<file path="src/rtl/br_redirect_ctrl.sv">
// Branch resolution back-end: mispredict detection, flush/redirect FSM and predictor update queue.
// Optional statistics counters are built when BR_STAT_EN is defined.
module br_redirect_ctrl #(
  parameter int UPD_DEPTH = 4,
  parameter int TAG_WD    = 6
) (
  input  logic              clk,
  input  logic              rst,
  input  logic              in_valid,
  input  logic              in_taken,
  input  logic [31:0]       in_target,
  input  logic [31:0]       in_pc,
  input  logic              in_pred_taken,
  input  logic [31:0]       in_pred_target,
  input  logic [TAG_WD-1:0] in_tag,
  output logic              bru_ready,
  output logic              flush,
  output logic              redirect_valid,
  output logic [31:0]       redirect_pc,
  output logic [TAG_WD-1:0] redirect_tag,
  input  logic              redirect_ready,
  output logic              upd_valid,
  output logic [31:0]       upd_pc,
  output logic [31:0]       upd_target,
  output logic              upd_taken,
  input  logic              upd_ready
`ifdef BR_STAT_EN
  ,
  output logic [31:0]       stat_br_cnt,
  output logic [31:0]       stat_mp_cnt
`endif
);

  localparam int PTR_W = (UPD_DEPTH > 1) ? $clog2(UPD_DEPTH) : 1;
  localparam int CNT_W = PTR_W + 1;

  typedef enum logic [1:0] {IDLE, FLUSH, WAIT_ACK} state_e;

  state_e              state_q;
  logic                flush_q;
  logic                redirect_valid_q;
  logic [31:0]         redirect_pc_q;
  logic [TAG_WD-1:0]   redirect_tag_q;

  logic [31:0]         q_pc_q  [UPD_DEPTH];
  logic [31:0]         q_tgt_q [UPD_DEPTH];
  logic [UPD_DEPTH-1:0] q_tkn_q;
  logic [PTR_W-1:0]    wr_ptr_q, rd_ptr_q;
  logic [CNT_W-1:0]    cnt_q, cnt_d;

  logic                q_full;
  logic                accept;
  logic                pop;
  logic                mispredict;
  logic [31:0]         correct_pc;

  assign q_full     = (cnt_q == CNT_W'(UPD_DEPTH));
  assign bru_ready  = (state_q == IDLE) & ~q_full;
  assign accept     = in_valid & bru_ready;
  assign upd_valid  = (cnt_q != '0);
  assign pop        = upd_valid & upd_ready;

  assign mispredict = (in_taken != in_pred_taken) |
                      (in_taken & (in_target != in_pred_target));
  // Not-taken branches resume after the delay slot.
  assign correct_pc = in_taken ? in_target : (in_pc + 32'd8);

  assign flush          = flush_q;
  assign redirect_valid = redirect_valid_q;
  assign redirect_pc    = redirect_pc_q;
  assign redirect_tag   = redirect_tag_q;

  // NOTE: all sequential state uses non-blocking assignments so every register
  // samples the pre-edge values, independent of statement order.
  always_ff @(posedge clk) begin
    if (rst) begin
      state_q          <= IDLE;
      flush_q          <= 1'b0;
      redirect_valid_q <= 1'b0;
      redirect_pc_q    <= '0;
      redirect_tag_q   <= '0;
    end else begin
      flush_q <= 1'b0;
      case (state_q)
        IDLE: begin
          if (accept && mispredict) begin
            state_q          <= FLUSH;
            flush_q          <= 1'b1;
            redirect_valid_q <= 1'b1;
            redirect_pc_q    <= correct_pc;
            redirect_tag_q   <= in_tag;
          end
        end
        FLUSH: begin
          if (redirect_ready) begin
            state_q          <= IDLE;
            redirect_valid_q <= 1'b0;
          end else begin
            state_q <= WAIT_ACK;
          end
        end
        WAIT_ACK: begin
          if (redirect_ready) begin
            state_q          <= IDLE;
            redirect_valid_q <= 1'b0;
          end
        end
        default: begin
          state_q          <= IDLE;
          redirect_valid_q <= 1'b0;
        end
      endcase
    end
  end

  // NOTE: every variable assigned in always_comb gets a default first, so no
  // path leaves it unassigned and no latch is inferred.
  always_comb begin
    cnt_d = cnt_q;
    if (accept && !pop)      cnt_d = cnt_q + CNT_W'(1);
    else if (!accept && pop) cnt_d = cnt_q - CNT_W'(1);
  end

  // NOTE: the queue storage is reset because the head entry drives the upd_*
  // outputs directly and those must read zero out of reset.
  always_ff @(posedge clk) begin
    if (rst) begin
      for (int i = 0; i < UPD_DEPTH; i++) begin
        q_pc_q[i]  <= '0;
        q_tgt_q[i] <= '0;
      end
      q_tkn_q  <= '0;
      wr_ptr_q <= '0;
      rd_ptr_q <= '0;
      cnt_q    <= '0;
    end else begin
      if (accept) begin
        q_pc_q[wr_ptr_q]  <= in_pc;
        q_tgt_q[wr_ptr_q] <= in_target;
        q_tkn_q[wr_ptr_q] <= in_taken;
        wr_ptr_q          <= wr_ptr_q + PTR_W'(1);
      end
      if (pop) rd_ptr_q <= rd_ptr_q + PTR_W'(1);
      cnt_q <= cnt_d;
    end
  end

  assign upd_pc     = q_pc_q[rd_ptr_q];
  assign upd_target = q_tgt_q[rd_ptr_q];
  assign upd_taken  = q_tkn_q[rd_ptr_q];

`ifdef BR_STAT_EN
  logic [31:0] br_cnt_q, mp_cnt_q;

  always_ff @(posedge clk) begin
    if (rst) begin
      br_cnt_q <= '0;
      mp_cnt_q <= '0;
    end else if (accept) begin
      br_cnt_q <= br_cnt_q + 32'd1;
      if (mispredict) mp_cnt_q <= mp_cnt_q + 32'd1;
    end
  end

  assign stat_br_cnt = br_cnt_q;
  assign stat_mp_cnt = mp_cnt_q;
`endif

endmodule

</file>
<file path="config.mk">
export PLATFORM = sky130hd
export DESIGN_NAME = br_redirect_ctrl
export DESIGN_NICKNAME = d
export VERILOG_FILES = /design/src/rtl/br_redirect_ctrl.sv
export SDC_FILE = /design/constraint.sdc
export NUM_CORES = 1
export LEC_CHECK = 0
export BUFFER_PORTS_ARGS = -buffer_cell sky130_fd_sc_hd__buf_2
export CAP_MARGIN = 20
export CORE_UTILIZATION = 48
export DETAILED_ROUTE_END_ITERATION = 10
export GPL_TIMING_DRIVEN = 0
export PLACE_DENSITY_LB_ADDON = 0.25
export SLEW_MARGIN = 30
export SYNTH_ARGS = -nofsm -noshare
export SYNTH_HDL_FRONTEND = slang
export SYNTH_SLANG_ARGS = --single-unit
</file>
<file path="constraint.sdc">
create_clock -name clk -period 2.5 [get_ports clk]
set_input_delay 0.125 -clock clk [delete_from_list [all_inputs] [get_ports clk]]
set_output_delay 0.125 -clock clk [all_outputs]
set_load 0.005 [all_outputs]
</file>
==> results_dict.tcl <==
set metrics [dict create \
    avgRoutedWirePerCell_um 23.2 \
    drt_iter0_markers 1123 \
    end_kind "register" \
    cts_buffers 31 \
    die_w_um 176 \
    worst-setup-path-type "in -> reg" \
    root_buffer "clkbuf_16" \
    grt_usage 0.271 \
    crit_family "simple AND/OR/NAND/NOR gates" \
    yosys_warnings 0 \
    final_cell_mix "edfxtp_1 (256), buf_2 (221), and2_1 (188)" \
    grt_max_degree 38 \
    clock-sinks 311 \
    port-buffer-count 212 \
    num_rows 63 \
    hpwlAfterDp_mm 28.8 \
    fin_ws_ps 79.2 \
    ant_nets 0 \
    r2r-start "wr_ptr_q[0]" \
    final_core_util 0.600 \
    htreeDepth 1 \
    slowest_delay_ps 520 \
    cp_cell_sequence "dlygate4sd3_1, buf_2, ha_1, nand3_2, or4_4, buf_6, or4_1, a311oi_2, nand3_1, o21ai_2" \
    leakage_nw 6.79 \
    dp_slack_ps -1100 \
    required_ps 2990 \
    final_nets 1518 \
    synthArstFlopShare 0 \
    r2r_cells 5 \
    hold_viol 0 \
    detailedRoute.firstPassIterationCount 6 \
    regArea_sq_um 8790 \
    crit_start "in_pc[4]" \
    postSynthAreaPerCell_sq_um 13.3 \
    start_kind "primary input" \
    synth_fp_nets 1216 \
    synth_enable_flop_cells 256 \
    chipHeight_um 176 \
    hp-class "in -> reg" \
    crit_path_max_fanout 10 \
    ys_ff_latch 311 \
    rrSetupSlack_ps 100 \
    core-area_sq_um 29700 \
    finalWirelength_mm 42.1 \
    fin_crit_ps 2420 \
    antenna_found_initial 1 \
    ir_drop_uv 480 \
    r2r-end "q_pc_q[3][8]" \
    status "finished, final reports clean" \
    crit_end "redirect_pc[27]" \
    syn_inst 1097 \
    initial_core_util 0.489 \
    grt_pass1_vias 10300 \
    overflow 0 \
    critical-path-slowest-cell "dlygate4sd3_1" \
    via_per_inst 5.79 \
    cts.path.max_buffers 3 \
    tightestPinTransition_ps 902 \
    maxCapViolations 0 \
    drive_gt1_frac 0.270 \
    multi_input_area_sq_um 5450 \
    slew_viol_final 0 \
    worstSkewPairLatency_ps 550 \
    rsz0062_at_grt "yes" \
    cp_data_arrival_time_ps 2910 \
    cp.depth 10 \
    hold_slack_ps 7.99 \
    vias 10500 \
    area_growth_pct 22.7 \
    cp.buffers_inverters 3 \
    skew_ps 9.32 \
    cts_tree "yes" \
    synth_cell_types 51 \
    ys.flop_type "edfxtp_1" \
    ios 216 \
    ys_seq_area_frac 0.605 \
    powerDensity_nw_per_um2 836 \
    num-fill-cells 2341 \
    syn_area_sq_um 14500 \
    grt_pass1_wl_mm 61.6 \
    fmax_ghz 0.413 \
    clk_pin_slew_ps 60 \
    dieArea_sq_um 31000 \
    setup_viol 0 \
    drc 0 \
    slew_headroom 0.392 \
    fin_crit_sh 0.968 \
    gp_congestion 0.944 \
    final_common_cell "edfxtp_1" \
]
metrics by stage:
step           total power, W  setup TNS, ps  cell area, sq um  std cells
2_1_floorplan         0.00888              0             14600       1097
3_3_place_gp           0.0104        -312760             16100       1699
3_5_place_dp           0.0105        -243360             16200       1704
4_1_cts                0.0149              0             17700       1808
5_1_grt                0.0155          -88.1             17800       1813
6_report               0.0149              0             17800       1814
flip-flops by register name, summed over array words and instances (netlist names), 2 cells and up, named ones only:
signal and count:
q_pc_q 128, q_tgt_q 128, redirect_pc 32, redirect_tag 6
q_tkn_q 4, cnt_q 3, rd_ptr_q 2, state_q 2
wr_ptr_q 2
logic make-up (layout without fill, tap and decap cells):
kind of cell,count (synthesis),count (layout),share of synthesized area
xor+xnor,52,52,0.0313
other cells,0,2,0
buf+inv,111,433,0.0295
fa+ha+maj,10,10,0.00912
mux,75,75,0.108
flops,311,311,0.605
compound gates,119,119,0.0512
simple gates,419,422,0.167
cell usage after synthesis (all sizes together), types with 3 or more instances:
master | n | area share
nor2 | 43 | 0.011
buf | 16 | 0.0050
nand2 | 31 | 0.0080
mux4 | 65 | 0.10
dfxtp | 55 | 0.076
nor3 | 15 | 0.0052
clkbuf | 70 | 0.018
nand3 | 27 | 0.0093
edfxtp | 256 | 0.53
and2 | 188 | 0.081
or4 | 7 | 0.0039
nand4 | 9 | 0.0043
o2111ai | 13 | 0.0078
o31ai | 3 | 0.0015
nand4b | 3 | 0.0018
mux2i | 10 | 0.0069
nand2b | 18 | 0.0077
clkinv | 3 | 0.00077
inv | 22 | 0.0057
nor2b | 9 | 0.0039
nor4 | 58 | 0.025
ha | 9 | 0.0077
xnor2 | 12 | 0.0072
or2 | 3 | 0.0013
a311oi | 4 | 0.0024
xor2 | 40 | 0.024
a21oi | 37 | 0.013
o21ai | 40 | 0.014
a211oi | 8 | 0.0041
or3 | 4 | 0.0017
timing repair:
action                                  in CTS  in global routing
pin swaps                                    2                  3
endpoints found under the setup margin     475                367
buffers inserted                             5                  4
gates resized for setup                     50                 20
endpoints found under the hold margin      129                  0
hold buffers                                42                  0
cloned                                       4                  0
routing by layer:
layer | up-vias | GRT usage | wire (um)
met3 | 85 | 0.0454 | 3670
li1 | 4701 | - | -
met5 | - | 0 | 0
met4 | 0 | 0.0986 | 1500
met1 | 5170 | 0.366 | 16900
met2 | 540 | 0.443 | 20100
how the worst min path moves through the flow:
stage                                 end     startpoint  depth (start not counted)  slack (ps)
after floorplan           redirect_tag[0]      in_tag[0]                          2         270
after global placement    redirect_tag[0]      in_tag[0]                          3         380
after detailed placement  redirect_tag[0]      in_tag[0]                          3         390
after CTS                    q_pc_q[2][5]       in_pc[5]                          2           1
after global routing        q_tgt_q[0][4]   in_target[4]                          2          10
final                      q_tgt_q[3][10]  in_target[10]                          2           8
cell type report:
type                    instances  area share
well taps                     390      0.0274
multi-input cells             678       0.306
flip-flops and latches        311       0.493
inverters                      25     0.00526
clock inverters                12     0.00484
plain buffers                  83      0.0210
repair buffers                269      0.0954
clock buffers                  44      0.0474
diodes                          2    0.000281
power by group:
group / internal (W) / switching (W) / total, W / leakage, nW
logic: 0.00181 / 0.00219 / 0.00399 / 3.23
registers: 0.00630 / 0.000280 / 0.00658 / 3.11
clock network: 0.00244 / 0.00189 / 0.00433 / 0.454
total: 0.0106 / 0.00436 / 0.0149 / 6.79
Power figures use the tool's default switching activity.
